--- config.mk ---
export PLATFORM = sky130hd
export DESIGN_NAME = fibo_request_arbiter
export DESIGN_NICKNAME = d
export VERILOG_FILES = /design/src/rtl/fibo_request_arbiter_pkg.sv /design/src/rtl/fibo_request_arbiter_rr_arbiter.sv /design/src/rtl/fibo_request_arbiter.sv
export SDC_FILE = /design/constraint.sdc
export NUM_CORES = 1
export LEC_CHECK = 0
export ABC_AREA = 0
export CAP_MARGIN = 10
export CORE_ASPECT_RATIO = 1.75
export CORE_MARGIN = 2
export CORE_UTILIZATION = 40
export CTS_BUF_LIST = sky130_fd_sc_hd__clkbuf_4
export DETAILED_ROUTE_END_ITERATION = 10
export PLACE_DENSITY = 0.76
export SYNTH_ARGS = -nofsm -noshare
export SYNTH_HDL_FRONTEND = slang
export SYNTH_SLANG_ARGS = --single-unit
--- constraint.sdc ---
create_clock -name clk -period 10.74 [get_ports clk]
set_clock_uncertainty 0.2 [all_clocks]
set_input_delay 2.148 -clock clk [delete_from_list [all_inputs] [get_ports clk]]
set_output_delay 2.148 -clock clk [all_outputs]
set_load 0.03 [all_outputs]
--- src/rtl/fibo_request_arbiter_pkg.sv ---
// Shared types and default widths for the Fibonacci request arbiter and its calculator.
package fibo_arb_pkg;

  localparam int IDX_W_DEF  = 5;
  localparam int DATA_W_DEF = 16;

  typedef enum logic [1:0] {
    IDLE,
    ISSUE,
    WAIT,
    RESP
  } arb_state_t;

endpackage

--- src/rtl/fibo_request_arbiter_rr_arbiter.sv ---
// Combinational round-robin picker: one-hot grant to the first request above ptr, with wrap.
module rr_arbiter #(
  parameter int N     = 4,
  parameter int PTR_W = $clog2(N)
) (
  input  logic [N-1:0]     req,
  input  logic [PTR_W-1:0] ptr,
  output logic [N-1:0]     grant
);

  logic [PTR_W-1:0] idx;

  // Walk from the farthest candidate to the nearest so the closest one after ptr wins.
  always_comb begin
    grant = '0;
    idx   = '0;
    for (int off = N; off >= 1; off--) begin
      idx = PTR_W'((int'(ptr) + off) % N);
      if (req[idx]) begin
        grant      = '0;
        grant[idx] = 1'b1;
      end
    end
  end

endmodule

--- src/rtl/fibo_request_arbiter.sv ---
// Shares one Fibonacci calculator among NUM_REQ requesters, one transaction in flight.
// Optional WAIT-state watchdog is enabled by defining FIBO_ARB_TIMEOUT_EN.
module fibo_request_arbiter
  import fibo_arb_pkg::*;
#(
  parameter int NUM_REQ        = 4,
  parameter int IDX_W          = IDX_W_DEF,
  parameter int DATA_W         = DATA_W_DEF,
  parameter int TIMEOUT_CYCLES = 64
) (
  input  logic                     clk,
  input  logic                     reset,
  input  logic [NUM_REQ-1:0]       req_valid,
  input  logic [NUM_REQ*IDX_W-1:0] req_n,
  output logic [NUM_REQ-1:0]       req_ready,
  output logic [NUM_REQ-1:0]       rsp_valid,
  output logic [DATA_W-1:0]        rsp_data,
  output logic                     rsp_err,
  output logic                     busy,
  output logic                     calc_begin,
  output logic [IDX_W-1:0]         calc_n,
  input  logic [DATA_W-1:0]        calc_result,
  input  logic                     calc_done
);

  localparam int PTR_W = $clog2(NUM_REQ);

  arb_state_t       state;
  arb_state_t       state_next;
  logic [PTR_W-1:0] ptr;
  logic [PTR_W-1:0] grant_idx;
  logic [PTR_W-1:0] pick_idx;
  logic [NUM_REQ-1:0] pick;
  logic [IDX_W-1:0] n_q;
  logic [IDX_W-1:0] n_sel;
  logic             err_q;
  logic             accept;
  logic             timed_out;

  rr_arbiter #(
    .N     (NUM_REQ),
    .PTR_W (PTR_W)
  ) u_rr (
    .req   (req_valid),
    .ptr   (ptr),
    .grant (pick)
  );

  always_comb begin
    pick_idx = '0;
    n_sel    = '0;
    for (int i = 0; i < NUM_REQ; i++) begin
      if (pick[i]) begin
        pick_idx = PTR_W'(i);
        n_sel    = req_n[i*IDX_W +: IDX_W];
      end
    end
  end

  assign accept = (state == IDLE) && (|pick);

`ifdef FIBO_ARB_TIMEOUT_EN
  localparam int CNT_W = $clog2(TIMEOUT_CYCLES + 1);

  logic [CNT_W-1:0] wait_cnt;

  // Held at zero outside WAIT, so it restarts on every WAIT entry.
  always_ff @(posedge clk) begin
    if (reset || state != WAIT) begin
      wait_cnt <= '0;
    end else begin
      wait_cnt <= wait_cnt + 1'b1;
    end
  end

  assign timed_out = (state == WAIT) && (wait_cnt == CNT_W'(TIMEOUT_CYCLES - 1));
`else
  logic unused_timeout;

  assign unused_timeout = ^TIMEOUT_CYCLES;
  assign timed_out      = 1'b0;
`endif

  always_ff @(posedge clk) begin
    if (reset) begin
      state     <= IDLE;
      ptr       <= PTR_W'(NUM_REQ - 1);
      grant_idx <= '0;
      n_q       <= '0;
      rsp_data  <= '0;
      err_q     <= 1'b0;
    end else begin
      state <= state_next;
      case (state)
        IDLE: begin
          if (accept) begin
            grant_idx <= pick_idx;
            n_q       <= n_sel;
          end
        end
        // A done on the watchdog's final cycle takes precedence over the abort.
        WAIT: begin
          if (calc_done) begin
            rsp_data <= calc_result;
            err_q    <= 1'b0;
          end else if (timed_out) begin
            rsp_data <= '0;
            err_q    <= 1'b1;
          end
        end
        RESP: ptr <= grant_idx;
        default: ;
      endcase
    end
  end

  always_comb begin
    state_next = state;
    case (state)
      IDLE:    if (accept) state_next = ISSUE;
      ISSUE:   state_next = WAIT;
      WAIT:    if (calc_done || timed_out) state_next = RESP;
      RESP:    state_next = IDLE;
      default: state_next = IDLE;
    endcase
  end

  // Outputs are forced low while reset is held, even before the first reset edge.
  always_comb begin
    req_ready  = '0;
    rsp_valid  = '0;
    rsp_err    = 1'b0;
    busy       = 1'b0;
    calc_begin = 1'b0;
    if (!reset) begin
      busy = (state != IDLE);
      case (state)
        IDLE:  req_ready = pick;
        ISSUE: calc_begin = 1'b1;
        RESP: begin
          rsp_valid[grant_idx] = 1'b1;
          rsp_err              = err_q;
        end
        default: ;
      endcase
    end
  end

  assign calc_n = n_q;

endmodule

==> impl_metrics.env, run 1 <==
export IMPL_cts_root_buf="clkbuf_4"
export IMPL_max_stage_delay_ns=1.00
export IMPL_gp_congestion=0.830
export IMPL_rows=31
export IMPL_grt_pass1_wl_um=7180
export IMPL_cts_resized=0
export IMPL_synthDominantCellAreaShare=0.310
export IMPL_numPortBuffers=73
export IMPL_maxSlewViolCount=0
export IMPL_hp_class="flip-flop to flip-flop"
export IMPL_seqPwrFrac=0.284
export IMPL_crit_type="input pin to output pin"
export IMPL_die_h_um=91.4
export IMPL_grt_overflow_total=0
export IMPL_rsz0062_at_grt="false"
export IMPL_finalSetupViolCount=0
export IMPL_antenna_cells=0
export IMPL_drt_wirelength_per_cell_um=13.4
export IMPL_min_period_ns=7.77
export IMPL_mappedNetlistArea_mm2=0.00174
export IMPL_worst_r2r_setup_slack_ns=6.60
export IMPL_ant_nets=0
export IMPL_powerDensity_mw_per_mm2=196
export IMPL_path_clk_slew_ns=0.13
export IMPL_multi_input_area_mm2=0.00110
export IMPL_clock_power_share=0.085
export IMPL_ys_ff_latch=27
export IMPL_holdBufCountCts=0
export IMPL_synth_edff_count=0
export IMPL_drive_gt1_frac=0.0669
export IMPL_critPathSlowestCell="a221oi_1"
export IMPL_drcViolationCount=0
export IMPL_fill_cells=393
export IMPL_area_growth_pct=43.8
export IMPL_wirelength_um=4460
export IMPL_finalHoldViolations=0
export IMPL_avgSynthCellArea_um2=7.93
export IMPL_slew_headroom=0.181
export IMPL_core_mm2=0.00415
export IMPL_required_ns=8.39
export IMPL_cp_start_kind="input pin"
export IMPL_crit_family="compound AO/OA/AOI/OAI gates"
export IMPL_arrival_ns=5.42
export IMPL_final_util=0.604
export IMPL_async_flop_share=0
export IMPL_worst_slew_pin_slew_ns=1.23
export IMPL_swShare=0.454
export IMPL_viasPerCell=5.37
export IMPL_ys_warn_count=0
export IMPL_grt_max_degree=31
export IMPL_initial_core_util=0.420
export IMPL_cts_tree="done"
export IMPL_syn_inst=220
export IMPL_post_cts_buffers=0
export IMPL_path_buf_inv=2
export IMPL_max_freq_mhz=129
export IMPL_max_clock_path_buffers=2
export IMPL_grt_antenna_before_repair=0
export IMPL_cts_max_level=1
export IMPL_drt_iter0_drc=27
export IMPL_combPwrFrac=0.631
export IMPL_vias=1787
export IMPL_grt_total_usage=0.187
export IMPL_insertion_delay_ns=0.31
export IMPL_max_cap_violations=0
export IMPL_p_int_w=0.000268
export IMPL_synth_largest_area_cell="dfxtp_1"
export IMPL_die_x_um=53.9
export IMPL_hpwl_um=3430
export IMPL_regArea_um2=541
export IMPL_tns_ns=0
export IMPL_dpl_instance_area_mm2=0.00248
export IMPL_synth_nets=274
export IMPL_fin_area_mm2=0.00251
export IMPL_leakagePower_nw=0.906
export IMPL_end_kind="output pin"
export IMPL_grt_pass1_vias=1661
export IMPL_io_pins=75
export IMPL_fin_nets=339
export IMPL_synth_ff_type="dfxtp_1"
export IMPL_period_share=0.723
export IMPL_die_area_mm2=0.00493
export IMPL_synthTopCellsByArea="dfxtp_1, nand2_1, ha_1"
export IMPL_firstDrtPassIters=4
export IMPL_path_cells="clkdlybuf4s50_1 -> mux4_2 -> a211o_1 -> a221oi_1 -> nor2_1 -> nor2_1 -> clkdlybuf4s50_1"
export IMPL_clock_sinks=27
export IMPL_status="finished, final reports clean"
export IMPL_yosysUniqueCellTypes=36
export IMPL_ir_drop_mv=0.146
export IMPL_yosysSeqAreaShare=0.310
export IMPL_p_switching_w=0.000223
export IMPL_cp_max_fo=13
export IMPL_cts_buffers=3
-- per-stage QoR --
step / hold WS, ns / instances / power [W] / setup slack (ns)
detailed placement: 0.247 / 329 / 0.000450 / 3.04
floorplan: 0.278 / 220 / 0.000359 / 4.18
global placement: 0.241 / 329 / 0.000446 / 3.15
finish: 0.264 / 333 / 0.000491 / 2.97
global route: 0.286 / 333 / 0.000532 / 2.68
CTS: 0.266 / 333 / 0.000495 / 3.02
-- placed cells by master, fill, tap and decap left out, types with 4 or more instances in the layout --
cell and n:
ha_1 11, clkdlybuf4s50_1 73, a21oi_1 17, o31ai_1 5, nor2_1 18, nand4b_1 5
nand2_1 45, a31oi_1 6, o21ai_0 13, dfxtp_1 27, mux4_2 4, inv_1 10
a31o_2 5
-- metal layers --
metal,share of wire,GRT usage,up-vias
met5,0,0,-
met4,0.014,0.0791,0
met3,0.062,0.0329,5
met2,0.53,0.335,55
met1,0.39,0.201,812
li1,-,-,915
-- area by class of cell --
| class | count | area share |
|---|---|---|
| inverter | 10 | 0.0150 |
| tap | 49 | 0.0244 |
| clock buffer | 3 | 0.00898 |
| multi-input combinational | 168 | 0.437 |
| timing repair buffer | 75 | 0.297 |
| sequential | 27 | 0.215 |
| clock inverter | 1 | 0.00200 |
-- Yosys cell counts (all sizes together), types with 3 or more instances --
master / number
mux4: 4
nor2b: 3
nand2: 45
a31o: 5
o21ai: 13
a31oi: 6
ha: 11
o31ai: 5
inv: 10
a211oi: 4
mux2i: 3
clkbuf: 11
dfxtp: 27
nand3b: 3
nor3b: 4
nand4b: 5
nor2: 18
a21oi: 17
a221oi: 4
buf: 4
-- worst paths after layout --
check / from / to / cells past startpoint
setup / recovery: req_valid[0] / req_ready[1] / 7
hold / removal: rsp_data[14] / rsp_data[14] / 2
hold reg to reg: rsp_data[14] / rsp_data[14] / 2
setup reg to reg: ptr[0] / grant_idx[0] / 8
-- worst reg2reg max path: stages, from the launching register on --
cell and delay (ns):
dfxtp_1 0.66, inv_1 0.19, ha_1 0.38, mux4_2 0.41, a211o_1 0.30, a221oi_1 1.00
or4_1 0.43, o21a_1 0.31, mux2i_1 0.20
-- cells by family (layout without fill, tap and decap cells) --
| family | Yosys count | after routing | synth area share |
|---|---|---|---|
| AOI/OAI and AO/OA | 62 | 62 | 0.240 |
| adders and majority gates | 11 | 11 | 0.0789 |
| buffers and inverters | 25 | 89 | 0.0617 |
| DFF | 27 | 27 | 0.310 |
| muxes | 7 | 7 | 0.0689 |
| other | 1 | 1 | 0.00215 |
| and+or+nand+nor | 87 | 87 | 0.239 |
-- state kept, by name, summed over array words and instances, names as in the netlist --
signal	cells
state	2
calc_n	5
ptr	2
rsp_data	16
grant_idx	2
-- power by group through the flow --
| stage | registers [W] | clock network [W] | logic (W) |
|---|---|---|---|
| final | 0.000139 | 0.0000419 | 0.000310 |
| after global routing | 0.000142 | 0.0000510 | 0.000339 |
| after CTS | 0.000140 | 0.0000453 | 0.000310 |
| after detailed placement | 0.000142 | 0 | 0.000308 |
| after global placement | 0.000141 | 0 | 0.000305 |
| after floorplan | 0.000162 | 0 | 0.000197 |
Note: power is estimated with default switching activity, not from simulation.
==> run 2, diff against run 1 <==
--- a/config.mk
+++ b/config.mk
@@ -12,7 +12,7 @@
 export CORE_UTILIZATION = 40
 export CTS_BUF_LIST = sky130_fd_sc_hd__clkbuf_4
 export DETAILED_ROUTE_END_ITERATION = 10
-export PLACE_DENSITY = 0.76
+export PLACE_DENSITY = 0.79
 export SYNTH_ARGS = -nofsm -noshare
 export SYNTH_HDL_FRONTEND = slang
 export SYNTH_SLANG_ARGS = --single-unit
==> constraint.sdc (replaced) <==
create_clock -name clk -period 7.1 [get_ports clk]
set_clock_uncertainty 0.2 [all_clocks]
set_input_delay 1.42 -clock clk [delete_from_list [all_inputs] [get_ports clk]]
set_output_delay 1.42 -clock clk [all_outputs]
set_load 0.03 [all_outputs]
==> impl_metrics.env, run 2 (synthesized netlist as in run 1, its figures left out) <==
export IMPL_powerDensity_mw_per_mm2=297
export IMPL_seqPwrFrac=0.283
export IMPL_viasPerCell=5.47
export IMPL_drive_gt1_frac=0.0702
export IMPL_busiest_layer="met2"
export IMPL_worst_hold_slack_ns=0.263
export IMPL_maxSlewViolCount=0
export IMPL_die_area_mm2=0.00493
export IMPL_final_common_cell="clkdlybuf4s50_1"
export IMPL_combPwrFrac=0.630
export IMPL_rsz0062_at_grt="false"
export IMPL_gp_congestion=0.756
export IMPL_drt_wirelength_per_cell_um=14.0
export IMPL_core_mm2=0.00415
export IMPL_die_x_um=53.9
export IMPL_required_ns=5.48
export IMPL_crit_type="input pin to output pin"
export IMPL_cts_tree="done"
export IMPL_met3_usage=0.0214
export IMPL_post_cts_buffers=0
export IMPL_initial_core_util=0.420
export IMPL_finalHoldViolations=0
export IMPL_drt_iter0_drc=32
export IMPL_path_cells="clkdlybuf4s50_1 -> mux4_2 -> nand3b_1 -> a221oi_1 -> buf_4 -> nor2b_1 -> clkdlybuf4s50_1"
export IMPL_max_clock_path_buffers=2
export IMPL_area_growth_pct=44.3
export IMPL_grt_pass1_wl_um=7110
export IMPL_grt_overflow_total=0
export IMPL_cts_buffers=3
export IMPL_grt_max_degree=31
export IMPL_rows=31
export IMPL_swShare=0.455
export IMPL_cts_resized=0
export IMPL_antenna_cells=0
export IMPL_io_pins=75
export IMPL_cts_max_level=1
export IMPL_largest_register="rsp_data"
export IMPL_status="finished, final reports clean"
export IMPL_path_clk_slew_ns=0.14
export IMPL_p_switching_w=0.000340
export IMPL_end_kind="output pin"
export IMPL_numPortBuffers=73
export IMPL_worst_slew_pin_slew_ns=0.563
export IMPL_vias=1826
export IMPL_firstDrtPassIters=4
export IMPL_hp_class="flip-flop to flip-flop"
export IMPL_ant_nets=0
export IMPL_hpwl_um=3610
export IMPL_min_period_ns=5.69
export IMPL_finalSetupViolCount=0
export IMPL_insertion_delay_ns=0.32
export IMPL_layout_common_cells="clkdlybuf4s50_1, nand2_1, dfxtp_1, nor2_1, a21oi_1"
export IMPL_drcViolationCount=0
export IMPL_arrival_ns=4.07
export IMPL_fin_nets=340
export IMPL_wirelength_um=4690
export IMPL_ir_drop_mv=0.214
export IMPL_p_int_w=0.000408
export IMPL_max_stage_delay_ns=0.69
export IMPL_tns_ns=0
export IMPL_grt_pass1_vias=1666
export IMPL_gr_usage_met2=0.350
export IMPL_leakagePower_nw=0.911
export IMPL_holdBufCountCts=0
export IMPL_grt_antenna_before_repair=0
export IMPL_die_h_um=91.4
export IMPL_max_freq_mhz=176
export IMPL_grt_total_usage=0.187
export IMPL_max_cap_violations=0
export IMPL_largest_reg_flops=16
export IMPL_cts_root_buf="clkbuf_4"
export IMPL_slew_headroom=0.624
export IMPL_clock_sinks=27
export IMPL_grtUsageMet1=0.188
export IMPL_cp_max_fo=15
export IMPL_critPathSlowestCell="clkdlybuf4s50_1"
export IMPL_period_share=0.801
export IMPL_clock_power_share=0.087
export IMPL_cpMostUsedCell="clkdlybuf4s50_1"
export IMPL_cp_start_kind="input pin"
==> run 2: cell types whose count changed in the layout (fill, tap and decap cells not counted) <==
cell,before,now
buf_4,2,3
==> run 2: metrics by stage <==
step	power, W	util	setup WS (ns)	cells	cell area, µm²
floorplan	0.000543	-	2.00	220	1740
global placement	0.000677	0.600	1.48	330	2490
detailed placement	0.000685	0.600	1.42	330	2490
CTS	0.000752	0.606	1.40	334	2520
global route	0.000806	0.606	1.27	334	2520
finish	0.000748	0.606	1.41	334	2520
==> run 2: final timing paths <==
kind | from | end | slack (ns) | cells past startpoint
max | req_valid[0] | req_ready[0] | 1.41 | 7
min | rsp_data[6] | rsp_data[6] | 0.26 | 2
max reg2reg | ptr[0] | state[1] | 3.20 | 8
min reg2reg | rsp_data[6] | rsp_data[6] | 0.26 | 2
==> run 2: worst max-delay path, delay by kind of cell <==
| kind | cells | cell delay, ns |
|---|---|---|
| AO/OA/AOI/OAI | 1 | 0.29 |
| multiplexers | 1 | 0.60 |
| buffers and inverters | 3 | 1.41 |
| AND/OR/NAND/NOR | 2 | 0.36 |
==> run 2: layout make-up <==
cell class	instances	area (µm²)
Multi-Input combinational cell	168	1100
Clock buffer	3	22.5
Clock inverter	1	5.00
Timing Repair Buffer	76	753
Inverter	10	37.5
Fill cell	391	1630
Tap cell	49	61.3
Sequential cell	27	541
==> run 2: metal layers <==
layer / vias to the layer above / share of wire
li1: 910 / -
met1: 839 / 0.36
met2: 67 / 0.54
met3: 10 / 0.065
met4: 0 / 0.026
met5: - / 0
==> run 2: power by group through the flow <==
stage	logic (W)	clock network (W)	registers, W
after floorplan	0.000298	0	0.000244
after global placement	0.000463	0	0.000213
after detailed placement	0.000470	0	0.000215
after CTS	0.000472	0.0000688	0.000212
after global routing	0.000514	0.0000757	0.000216
final	0.000471	0.0000654	0.000212
==> run 3, diff against run 2 <==
==> constraint.sdc (replaced) <==
create_clock -name clk -period 4.7 [get_ports clk]
set_clock_uncertainty 0.2 [all_clocks]
set_input_delay 0.94 -clock clk [delete_from_list [all_inputs] [get_ports clk]]
set_output_delay 0.94 -clock clk [all_outputs]
set_load 0.03 [all_outputs]
==> impl_metrics.env, run 3 (synthesized netlist as in run 1, its figures left out) <==
export IMPL_antenna_cells=0
export IMPL_cts_max_level=1
export IMPL_grt_antenna_before_repair=0
export IMPL_tns_ns=0
export IMPL_core_mm2=0.00415
export IMPL_status="finished, final reports clean"
export IMPL_rsz0062_at_grt="false"
export IMPL_grt_total_usage=0.196
export IMPL_fin_nets=343
export IMPL_seqPwrFrac=0.273
export IMPL_slew_headroom=0.628
export IMPL_end_kind="output pin"
export IMPL_numPortBuffers=73
export IMPL_grt_max_degree=30
export IMPL_ant_nets=0
export IMPL_finalHoldViolations=0
export IMPL_drive_gt1_frac=0.0868
export IMPL_largest_reg_flops=16
export IMPL_powerDensity_mw_per_mm2=452
export IMPL_io_pins=75
export IMPL_finalSetupViolCount=0
export IMPL_worst_slew_pin_slew_ns=0.558
export IMPL_critPathSlowestCell="clkdlybuf4s50_1"
export IMPL_period_share=0.957
export IMPL_drcViolationCount=0
export IMPL_fill_cells=405
export IMPL_worst_slack_ns=0.204
export IMPL_min_period_ns=4.50
export IMPL_firstDrtPassIters=4
export IMPL_layout_common_cells="clkdlybuf4s50_1, nand2_1, dfxtp_1, nor2_1, a21oi_1"
export IMPL_rows=31
export IMPL_ir_drop_mv=0.283
export IMPL_cts_resized=0
export IMPL_post_cts_buffers=0
export IMPL_max_cap_violations=0
export IMPL_cts_root_buf="clkbuf_4"
export IMPL_leakagePower_nw=0.929
export IMPL_grt_pass1_wl_um=7470
export IMPL_grt_pass1_vias=1722
export IMPL_vias=1798
export IMPL_die_area_mm2=0.00493
export IMPL_cts_tree="done"
export IMPL_path_cells="clkdlybuf4s50_1 -> mux4_2 -> nor3b_1 -> a221o_1 -> nor2_1 -> clkdlybuf4s50_1"
export IMPL_max_freq_mhz=222
export IMPL_insertion_delay_ns=0.33
export IMPL_p_total_w=0.00115
export IMPL_hp_class="flip-flop to flip-flop"
export IMPL_combPwrFrac=0.638
export IMPL_drt_iter0_drc=28
export IMPL_cp_max_fo=8
export IMPL_place_ws_ns=0.220
export IMPL_wirelength_um=4640
export IMPL_final_common_cell="clkdlybuf4s50_1"
export IMPL_cp_start_kind="input pin"
export IMPL_gp_congestion=0.784
export IMPL_grt_overflow_total=0
export IMPL_crit_type="input pin to output pin"
export IMPL_holdBufCountCts=0
export IMPL_path_clk_slew_ns=0.15
export IMPL_required_ns=3.56
export IMPL_p_int_w=0.000626
export IMPL_clock_sinks=27
export IMPL_drt_wirelength_per_cell_um=13.8
export IMPL_clock_power_share=0.089
export IMPL_worst_hold_slack_ns=0.262
export IMPL_largest_register="rsp_data"
export IMPL_cts_buffers=3
export IMPL_regArea_um2=541
export IMPL_max_clock_path_buffers=2
export IMPL_initial_core_util=0.420
export IMPL_swShare=0.453
export IMPL_max_stage_delay_ns=0.68
export IMPL_hpwl_um=3620
export IMPL_area_growth_pct=45.3
export IMPL_arrival_ns=3.36
export IMPL_viasPerCell=5.34
export IMPL_die_x_um=53.9
export IMPL_multi_input_area_mm2=0.00110
export IMPL_die_h_um=91.4
export IMPL_maxSlewViolCount=0
export IMPL_p_switching_w=0.000519
export IMPL_cpMostUsedCell="clkdlybuf4s50_1"
==> run 3: cell count changes in the layout (fill, tap and decap cells not counted), sizes merged <==
cell and change:
clkdlybuf4s50 -2, buf +5
==> run 3: final cells by class <==
| cell class | instances | area share |
|---|---|---|
| Timing Repair Buffer | 79 | 0.304 |
| Sequential cell | 27 | 0.213 |
| Multi-Input combinational cell | 168 | 0.433 |
| Inverter | 10 | 0.0148 |
| Tap cell | 49 | 0.0242 |
| Clock inverter | 1 | 0.00198 |
| Clock buffer | 3 | 0.00889 |
==> run 3: final timing paths <==
path / startpoint / to / slack (ns) / cells after the start
min: rsp_data[6] / rsp_data[6] / 0.26 / 2
max: req_valid[1] / req_ready[3] / 0.20 / 6
min reg2reg: rsp_data[6] / rsp_data[6] / 0.26 / 2
max reg2reg: ptr[1] / grant_idx[1] / 1.00 / 8
==> run 3: per-layer routing <==
metal  GRT usage  wire [µm]  vias to the layer above
met5           0          0                        -
met4      0.0876         93                        0
met3      0.0164        244                        9
met2       0.358       2500                       60
met1       0.214       1800                      811
li1            -          -                      918
==> run 3: power by group through the flow <==
stage          combinational (W)  clock (W)  sequential (W)
2_1_floorplan           0.000450          0        0.000369
3_3_place_gp            0.000719          0        0.000315
3_5_place_dp            0.000730          0        0.000318
4_1_cts                 0.000733   0.000105        0.000313
5_1_grt                 0.000806   0.000115        0.000319
6_report                0.000731   0.000101        0.000313
==> run 3: critical path, delay by kind of cell <==
family,cells,cell delay [ns]
compound gates,1,0.35
buf+inv,2,1.15
mux,1,0.59
simple gates,2,0.33
==> run 3: per-stage QoR <==
stage / instances / cell area (µm²) / util
floorplan: 220 / 1740 / -
global placement: 333 / 2510 / 0.604
detailed placement: 333 / 2510 / 0.604
CTS: 337 / 2530 / 0.610
global route: 337 / 2530 / 0.610
finish: 337 / 2530 / 0.610
